[src/rtl/fusion_pkg.sv]
// Shared types and timing helpers for the sequential two-sensor fusion engine.
// Optional build macro: FUSION_ROUND_EN (see fusion_unit_seq.sv).
package fusion_pkg;

    typedef enum logic [1:0] {
        IDLE  = 2'd0,
        DIV_X = 2'd1,
        DIV_P = 2'd2,
        HOLD  = 2'd3
    } fusion_state_t;

    // Divider iteration counts: the state quotient carries a sign/guard pair,
    // the variance quotient does not.
    function automatic int div_x_cycles(input int w);
        return 2 * w + 2;
    endfunction

    function automatic int div_p_cycles(input int w);
        return 2 * w;
    endfunction

    // Accept edge to out_valid: both divisions plus the launch cycle.
    function automatic int fusion_latency(input int w);
        return div_x_cycles(w) + div_p_cycles(w) + 1;
    endfunction

    localparam int FUSION_DEF_W    = 16;
    localparam int DIV_X_CYCLES    = div_x_cycles(FUSION_DEF_W);
    localparam int DIV_P_CYCLES    = div_p_cycles(FUSION_DEF_W);
    localparam int FUSION_LATENCY  = fusion_latency(FUSION_DEF_W);

endpackage

[src/rtl/fusion_unit_seq_if.sv]
// Element-in / result-out handshake bundle of the fusion engine.
// master = producer/consumer side, slave = the engine.
interface fusion_unit_seq_if #(
    parameter int W        = 16,
    parameter int N_STATES = 6
);
    localparam int IW = (N_STATES > 1) ? $clog2(N_STATES) : 1;

    logic                 in_valid;
    logic                 in_ready;
    logic        [W-1:0]  in_p1;
    logic        [W-1:0]  in_p2;
    logic signed [W-1:0]  in_x1;
    logic signed [W-1:0]  in_x2;

    logic                 out_valid;
    logic                 out_ready;
    logic signed [W-1:0]  out_xf;
    logic        [W-1:0]  out_pf;
    logic        [IW-1:0] out_idx;
    logic                 out_last;
    logic                 out_div0;

    modport master (
        output in_valid, in_p1, in_p2, in_x1, in_x2, out_ready,
        input  in_ready, out_valid, out_xf, out_pf, out_idx, out_last, out_div0
    );

    modport slave (
        input  in_valid, in_p1, in_p2, in_x1, in_x2, out_ready,
        output in_ready, out_valid, out_xf, out_pf, out_idx, out_last, out_div0
    );

endinterface

[src/rtl/fusion_unit_seq_div.sv]
// seq_div: unsigned restoring divider, one quotient bit per clock.
// The start cycle already performs the first iteration, so a run of `len`
// iterations ends `len` edges after start; done pulses the cycle after.
// Only the top `len` bits of the dividend are consumed (caller left-aligns).
module seq_div #(
    parameter int DIVIDEND_W = 34,
    parameter int DIVISOR_W  = 17,
    parameter int QUOTIENT_W = DIVIDEND_W,
    localparam int CW        = $clog2(DIVIDEND_W + 1)
) (
    input  logic                  clk,
    input  logic                  rst_n,
    input  logic                  start,
    input  logic [CW-1:0]         len,
    input  logic [DIVIDEND_W-1:0] dividend,
    input  logic [DIVISOR_W-1:0]  divisor,
    output logic                  busy,
    output logic                  done,
    output logic [QUOTIENT_W-1:0] quotient
);

    logic [DIVISOR_W-1:0]  rem_q,  src_rem, rem_d;
    logic [DIVIDEND_W-1:0] dvd_q,  src_dvd;
    logic [QUOTIENT_W-1:0] quo_q,  src_quo;
    logic [CW-1:0]         cnt_q;
    logic                  done_q;
    logic [DIVISOR_W:0]    trial, diff;
    logic                  ge, step;

    assign busy     = (cnt_q != '0);
    assign done     = done_q;
    assign quotient = quo_q;
    assign step     = start | busy;

    // One restoring step; a start restarts from a clean remainder.
    always_comb begin
        src_rem = start ? '0 : rem_q;
        src_dvd = start ? dividend : dvd_q;
        src_quo = start ? '0 : quo_q;
        trial   = {src_rem, src_dvd[DIVIDEND_W-1]};
        diff    = trial - {1'b0, divisor};
        ge      = ~diff[DIVISOR_W];   // no borrow: trial >= divisor
        rem_d   = ge ? diff[DIVISOR_W-1:0] : trial[DIVISOR_W-1:0];
    end

    // Iteration registers and completion pulse.
    always_ff @(posedge clk or negedge rst_n) begin
        if (!rst_n) begin
            rem_q  <= '0;
            dvd_q  <= '0;
            quo_q  <= '0;
            cnt_q  <= '0;
            done_q <= 1'b0;
        end else begin
            done_q <= 1'b0;
            if (step) begin
                rem_q  <= rem_d;
                dvd_q  <= src_dvd << 1;
                quo_q  <= (src_quo << 1) | QUOTIENT_W'(ge);
                cnt_q  <= (start ? len : cnt_q) - CW'(1);
                done_q <= start ? (len == CW'(1)) : (cnt_q == CW'(1));
            end
        end
    end

endmodule

[src/rtl/fusion_unit_seq.sv]
// fusion_unit_seq: covariance-weighted fusion of two sensor estimates,
// one diagonal element per transaction, sharing one sequential divider.
//   Xf = (P2*X1 + P1*X2) / (P1+P2),  Pf = P1*P2 / (P1+P2)
// Build macro FUSION_ROUND_EN: round half away from zero instead of truncating.
module fusion_unit_seq
    import fusion_pkg::*;
#(
    parameter int W        = 16,
    parameter int FRAC     = 15,
    parameter int N_STATES = 6
) (
    input  logic              clk,
    input  logic              rst_n,
    fusion_unit_seq_if.slave  bus
);

    localparam int IW  = (N_STATES > 1) ? $clog2(N_STATES) : 1;
    localparam int DW  = 2 * W + 2;
    localparam int DCW = $clog2(DW + 1);

    // FRAC only documents the binary point; the arithmetic is scale-free.
    if (FRAC >= W) begin : g_frac_chk
        $error("fusion_unit_seq: FRAC must be below W");
    end

    fusion_state_t       state_q, state_d;
    logic        [W-1:0] p1_q, p2_q;
    logic signed [W-1:0] x1_q, x2_q;
    logic        [W:0]   s_q;
    logic signed [W-1:0] xf_q;
    logic        [W-1:0] pf_q;
    logic                div0_q;
    logic       [IW-1:0] idx_q;

    logic signed [DW-1:0] nx;
    logic        [DW-1:0] mag, x_dvd;
    logic      [2*W-1:0]  np, p_sum;
    logic                 s_zero;

    logic                 div_start, div_busy, div_done;
    logic       [DCW-1:0] div_len;
    logic        [DW-1:0] div_dvd;
    logic         [W-1:0] div_quo;

    // Numerators from the latched operands; all terms widened to DW first.
    assign nx = $signed({{(W+2){1'b0}}, p2_q}) * $signed({{(W+2){x1_q[W-1]}}, x1_q})
              + $signed({{(W+2){1'b0}}, p1_q}) * $signed({{(W+2){x2_q[W-1]}}, x2_q});
    assign mag    = nx[DW-1] ? DW'(-nx) : DW'(nx);
    assign np     = {{W{1'b0}}, p1_q} * {{W{1'b0}}, p2_q};
    assign s_zero = (s_q == '0);

`ifdef FUSION_ROUND_EN
    // Bias the magnitude by floor(S/2) so the truncating divider rounds.
    assign x_dvd = mag + {{(W+2){1'b0}}, s_q[W:1]};
    assign p_sum = np  + {{W{1'b0}}, s_q[W:1]};
`else
    assign x_dvd = mag;
    assign p_sum = np;
`endif

    seq_div #(
        .DIVIDEND_W (DW),
        .DIVISOR_W  (W + 1),
        .QUOTIENT_W (W)
    ) u_div (
        .clk      (clk),
        .rst_n    (rst_n),
        .start    (div_start),
        .len      (div_len),
        .dividend (div_dvd),
        .divisor  (s_q),
        .busy     (div_busy),
        .done     (div_done),
        .quotient (div_quo)
    );

    assign bus.in_ready  = (state_q == IDLE) && rst_n;
    assign bus.out_valid = (state_q == HOLD);
    assign bus.out_xf    = xf_q;
    assign bus.out_pf    = pf_q;
    assign bus.out_div0  = div0_q;
    assign bus.out_idx   = idx_q;
    assign bus.out_last  = (idx_q == IW'(N_STATES - 1));

    // State register.
    always_ff @(posedge clk or negedge rst_n) begin
        if (!rst_n) state_q <= IDLE;
        else        state_q <= state_d;
    end

    // Next state and divider launch. The P division is launched in the same
    // cycle the X quotient is ready so no cycle is lost between them. With
    // S == 0 each phase passes through for one cycle without dividing.
    always_comb begin
        state_d   = state_q;
        div_start = 1'b0;
        div_dvd   = x_dvd;
        div_len   = DCW'(div_x_cycles(W));
        unique case (state_q)
            IDLE:  if (bus.in_valid) state_d = DIV_X;
            DIV_X: begin
                if (s_zero) begin
                    state_d = DIV_P;
                end else if (div_done) begin
                    state_d   = DIV_P;
                    div_start = 1'b1;
                    div_dvd   = {p_sum, 2'b00};
                    div_len   = DCW'(div_p_cycles(W));
                end else if (!div_busy) begin
                    div_start = 1'b1;
                end
            end
            DIV_P: if (s_zero || div_done) state_d = HOLD;
            HOLD:  if (bus.out_ready) state_d = IDLE;
            default: state_d = IDLE;
        endcase
    end

    // Operand capture, result capture and frame index.
    always_ff @(posedge clk or negedge rst_n) begin
        if (!rst_n) begin
            p1_q   <= '0;
            p2_q   <= '0;
            x1_q   <= '0;
            x2_q   <= '0;
            s_q    <= '0;
            xf_q   <= '0;
            pf_q   <= '0;
            div0_q <= 1'b0;
            idx_q  <= '0;
        end else begin
            unique case (state_q)
                IDLE: if (bus.in_valid) begin
                    p1_q <= bus.in_p1;
                    p2_q <= bus.in_p2;
                    x1_q <= bus.in_x1;
                    x2_q <= bus.in_x2;
                    s_q  <= {1'b0, bus.in_p1} + {1'b0, bus.in_p2};
                end
                DIV_X: begin
                    if (s_zero)        xf_q <= '0;
                    else if (div_done) xf_q <= nx[DW-1] ? $signed(-div_quo) : $signed(div_quo);
                end
                DIV_P: begin
                    if (s_zero) begin
                        pf_q   <= '0;
                        div0_q <= 1'b1;
                    end else if (div_done) begin
                        pf_q   <= div_quo;
                        div0_q <= 1'b0;
                    end
                end
                HOLD: if (bus.out_ready)
                    idx_q <= (idx_q == IW'(N_STATES - 1)) ? '0 : idx_q + IW'(1);
                default: ;
            endcase
        end
    end

endmodule
[src/flat_wrapper.sv]
// flat-port wrapper written by rule: the top's interface ports become plain ports
module fusion_unit_seq_flat import fusion_pkg::*;
#(
    parameter int W        = 16,
    parameter int FRAC     = 15,
    parameter int N_STATES = 6
)
  (clk, rst_n, bus_in_valid, bus_in_p1, bus_in_p2, bus_in_x1, bus_in_x2, bus_out_ready, bus_in_ready, bus_out_valid, bus_out_xf, bus_out_pf, bus_out_idx, bus_out_last, bus_out_div0);
  fusion_unit_seq_if #(.W(W), .N_STATES(N_STATES)) bus_i ();
  input  logic clk;
  input  logic rst_n;
  input wire logic [$bits(bus_i.in_valid)-1:0] bus_in_valid;
  input wire logic [$bits(bus_i.in_p1)-1:0] bus_in_p1;
  input wire logic [$bits(bus_i.in_p2)-1:0] bus_in_p2;
  input wire logic [$bits(bus_i.in_x1)-1:0] bus_in_x1;
  input wire logic [$bits(bus_i.in_x2)-1:0] bus_in_x2;
  input wire logic [$bits(bus_i.out_ready)-1:0] bus_out_ready;
  output wire logic [$bits(bus_i.in_ready)-1:0] bus_in_ready;
  output wire logic [$bits(bus_i.out_valid)-1:0] bus_out_valid;
  output wire logic [$bits(bus_i.out_xf)-1:0] bus_out_xf;
  output wire logic [$bits(bus_i.out_pf)-1:0] bus_out_pf;
  output wire logic [$bits(bus_i.out_idx)-1:0] bus_out_idx;
  output wire logic [$bits(bus_i.out_last)-1:0] bus_out_last;
  output wire logic [$bits(bus_i.out_div0)-1:0] bus_out_div0;
  assign bus_i.in_valid = bus_in_valid;
  assign bus_i.in_p1 = bus_in_p1;
  assign bus_i.in_p2 = bus_in_p2;
  assign bus_i.in_x1 = bus_in_x1;
  assign bus_i.in_x2 = bus_in_x2;
  assign bus_i.out_ready = bus_out_ready;
  assign bus_in_ready = bus_i.in_ready;
  assign bus_out_valid = bus_i.out_valid;
  assign bus_out_xf = bus_i.out_xf;
  assign bus_out_pf = bus_i.out_pf;
  assign bus_out_idx = bus_i.out_idx;
  assign bus_out_last = bus_i.out_last;
  assign bus_out_div0 = bus_i.out_div0;
  fusion_unit_seq #(.W(W), .FRAC(FRAC), .N_STATES(N_STATES)) u_core (.clk(clk), .rst_n(rst_n), .bus(bus_i));
endmodule
[config.mk]
export PLATFORM = sky130hd
export DESIGN_NAME = fusion_unit_seq_flat
export DESIGN_NICKNAME = d
export VERILOG_FILES = /design/src/rtl/fusion_pkg.sv /design/src/rtl/fusion_unit_seq_if.sv /design/src/rtl/fusion_unit_seq_div.sv /design/src/rtl/fusion_unit_seq.sv /design/src/flat_wrapper.sv
export SDC_FILE = /design/constraint.sdc
export NUM_CORES = 2
export LEC_CHECK = 0
export BUFFER_PORTS_ARGS = -buffer_cell sky130_fd_sc_hd__buf_2
export CORE_MARGIN = 2
export CORE_UTILIZATION = 35
export DETAILED_ROUTE_END_ITERATION = 16
export RECOVER_POWER = 100
export SYNTH_ARGS = -nofsm -noshare
export SYNTH_HDL_FRONTEND = slang
export SYNTH_SLANG_ARGS = --single-unit
[constraint.sdc]
create_clock -name clk -period 10.4 [get_ports clk]
set_input_delay 1.56 -clock clk [delete_from_list [all_inputs] [get_ports clk]]
set_output_delay 1.56 -clock clk [all_outputs]
set_load 0.01 [all_outputs]
==> impl_metrics.toml <==
[sta]
fmax_mhz = 92.0
setup-violations-final = 18
max_slew_margin_pct = -187
rsz0062_at_grt = "true"
period_needed_ns = 10.86
tightest_slew_ns = 4.30
slew_viol_final = 266
layout_setup_ws_ns = -0.465
min_period_over_period_pct = 104
final_hold_viol_count = 0
finClkSkew_ns = 0.0354

[layout]
drive_gt1_share_pct = 17.7
fin_area_um2 = 45700
final_common_cell = "inv_1"
final_cell_mix = "778 x inv_1, 590 x nand2_1, 574 x fa_1"
nFillCells = 10800
finish.net_count = 5928
largest_register_ff_count = 33
largest_register = "u_core.u_div.dvd_q"
area_growth_pct = 18.9
reg.largest.list = "u_core.u_div.dvd_q (33), u_core.s_q (17), u_core.u_div.rem_q (17)"

[detailed_routing]
drt_iter0_drc = 2046
post_drt_wl_per_cell_um = 17.8
route.vias.total = 31500
via_per_inst = 5.01
dr.pass1.iters = 5
wl_mm = 112
antenna_left = 0
post-route-drc-count = 0

[grt]
grt_pass1_wl_mm = 182
overflow = 0
use_met2_pct = 33.5
grt_use_met3_pct = 3.46
track_usage_pct = 20.5
grt_max_degree = 60
use_met1_pct = 28.1
antenna_found_initial = 4
grt_pass1_vias = 32800
grt_busiest_layer = "met2"

[critical_path]
critPathLaunchType = "register"
cp.depth = 46
critPathBufInv = 9
critPathArrivalTime_ns = 11.27
max_stage_delay_ns = 0.56
critPathMaxFanout = 5
endpoint = "u_core.u_div.rem_q[10]$_DFFE_PN0P_"
r2r_end = "u_core.u_div.rem_q[10]$_DFFE_PN0P_"
ff2ff_path_depth = 46
path_class = "reg -> reg"
cp_common_cell = "fa_1"
r2r_slack_ns = -0.46
crit_start = "u_core.p1_q[7]$_DFFE_PN0P_"
cp.required_ns = 10.80
crit_family = "adder cells"
worst_setup_path_end_kind = "register"
crit_slowest_cell = "fa_1"
r2r-start = "u_core.p1_q[7]$_DFFE_PN0P_"

[synth]
synth-seq-area-share_pct = 12.5
synth.area.top_cells = "fa_1 30%, ha_1 14%, dfrtp_1 13%"
synth_area_um2 = 38400
async_flop_share_pct = 100
yosys.area.top_type = "fa_1"
synth_nets = 5480
ys_types = 86
synth_edf_count = 0
ys_ff_latch = 192
synth-main-ff-cell = "dfrtp_1"
yosysTopAreaCellShare_pct = 30.5
synth_cells = 4404
syn_avg_cell_area_um2 = 8.73
yosysWarnings = 0

[floorplanning]
die_h_um = 335
initial_utilization_pct = 35.3
num_rows = 121
die_area_um2 = 112000
pin_count = 107
coreArea_um2 = 109000
die_w_um = 335

[outcome]
outcome = "complete, but fails checks"
violations = "max-capacitance violations, max-slew violations, negative setup slack"

[clock_tree]
h-tree-depth = 4
cts_sinks = 192
cts_buffers = 17
tritoncts = "yes"
clkSlewWorstSetupHoldPaths_ns = 0.10
cts_root_buf = "clkbuf_16"
clock_latency_ns = 0.55
cts.path.max_buffers = 2

[place]
place_area_um2 = 43700
gp_congestion = 0.948
port_buffers = 106
post-dp-hpwl_mm = 92.2
pre_cts_slack_ns = -0.708

[hold_path]
hp-class = "reg -> reg"

[flow_run]
timing.max_cap.violations = 6
-- synth_stat cells, types with 25 or more instances --
master,number
and2_1,350
nand3_1,36
a22o_1,25
o21a_1,27
ha_1,423
nor2_1,159
a21o_1,60
o21ai_0,153
dfrtp_1,192
mux2_2,61
a21oi_1,171
clkbuf_1,182
nand2b_1,26
nand2_1,592
inv_1,787
fa_1,585
nor3_1,43
a211oi_1,37
xor2_1,47
xnor2_1,123
-- repair_timing --
action	CTS	global route
gates cloned	3	1
pin swaps	70	99
resized for setup	135	87
hold buffers	0	0
setup endpoints to repair	18	18
setup buffers	47	27
-- worst reg2reg max path, delay by kind of cell, from the launching register on --
kind / cells / cell delay, ns
compound gates: 17 / 2.79
buf+inv: 9 / 0.91
fa+ha+maj: 9 / 3.80
flops: 1 / 0.45
xor+xnor: 1 / 0.21
simple gates: 10 / 2.58
-- metrics by stage --
stage / cells / utilization, % / TNS (ns) / hold WS, ns
finish: 6280 / 42.0 / -6.92 / 0.475
global route: 6279 / 42.0 / -14.92 / 0.509
CTS: 6257 / 41.5 / -2.73 / 0.483
detailed placement: 6177 / 40.1 / -11.16 / 0.463
global placement: 6177 / 40.1 / -9.07 / 0.457
floorplan: 4404 / - / 0 / 0.441
-- worst min-delay path by stage --
stage | start | cells after the start | end | slack, ns
final | u_core.u_div.rem_q[6]$_DFFE_PN0P_ | 2 | u_core.u_div.rem_q[6]$_DFFE_PN0P_ | 0.47
after global routing | u_core.u_div.rem_q[6]$_DFFE_PN0P_ | 2 | u_core.u_div.rem_q[6]$_DFFE_PN0P_ | 0.51
after CTS | u_core.u_div.rem_q[6]$_DFFE_PN0P_ | 2 | u_core.u_div.rem_q[6]$_DFFE_PN0P_ | 0.48
after detailed placement | u_core.u_div.rem_q[6]$_DFFE_PN0P_ | 2 | u_core.u_div.rem_q[6]$_DFFE_PN0P_ | 0.46
after global placement | u_core.u_div.rem_q[6]$_DFFE_PN0P_ | 2 | u_core.u_div.rem_q[6]$_DFFE_PN0P_ | 0.46
after floorplan | u_core.u_div.rem_q[5]$_DFFE_PN0P_ | 2 | u_core.u_div.rem_q[5]$_DFFE_PN0P_ | 0.44
-- routing by layer --
layer	up-vias	wire, um
met5	-	0
met4	0	2640
met3	124	6360
met2	721	52000
met1	15800	51000
li1	14900	-
-- cells by family after synthesis --
| kind of cell | Yosys count | share of synthesized area, % |
|---|---|---|
| mux | 75 | 2.16 |
| buf+inv | 992 | 9.77 |
| xor+xnor | 170 | 3.87 |
| simple gates | 1320 | 16.5 |
| flops | 192 | 12.5 |
| compound gates | 647 | 10.9 |
| fa+ha+maj | 1008 | 44.2 |
-- final cells by class --
type / count / area, um2 / share of cell area, %
multi-input combinational: 3220 / 30800 / 67.4
inverter: 789 / 2960 / 6.48
sequential: 192 / 4830 / 10.6
tap: 1414 / 1770 / 3.87
clock buffer: 17 / 425 / 0.931
clock inverter: 15 / 220 / 0.482
antenna: 1 / 2.50 / 0.00548
timing repair buffer: 632 / 4700 / 10.3
Power is not shown: default switching activity piles up to over one toggle a cycle in this logic, so the estimate is an artifact.
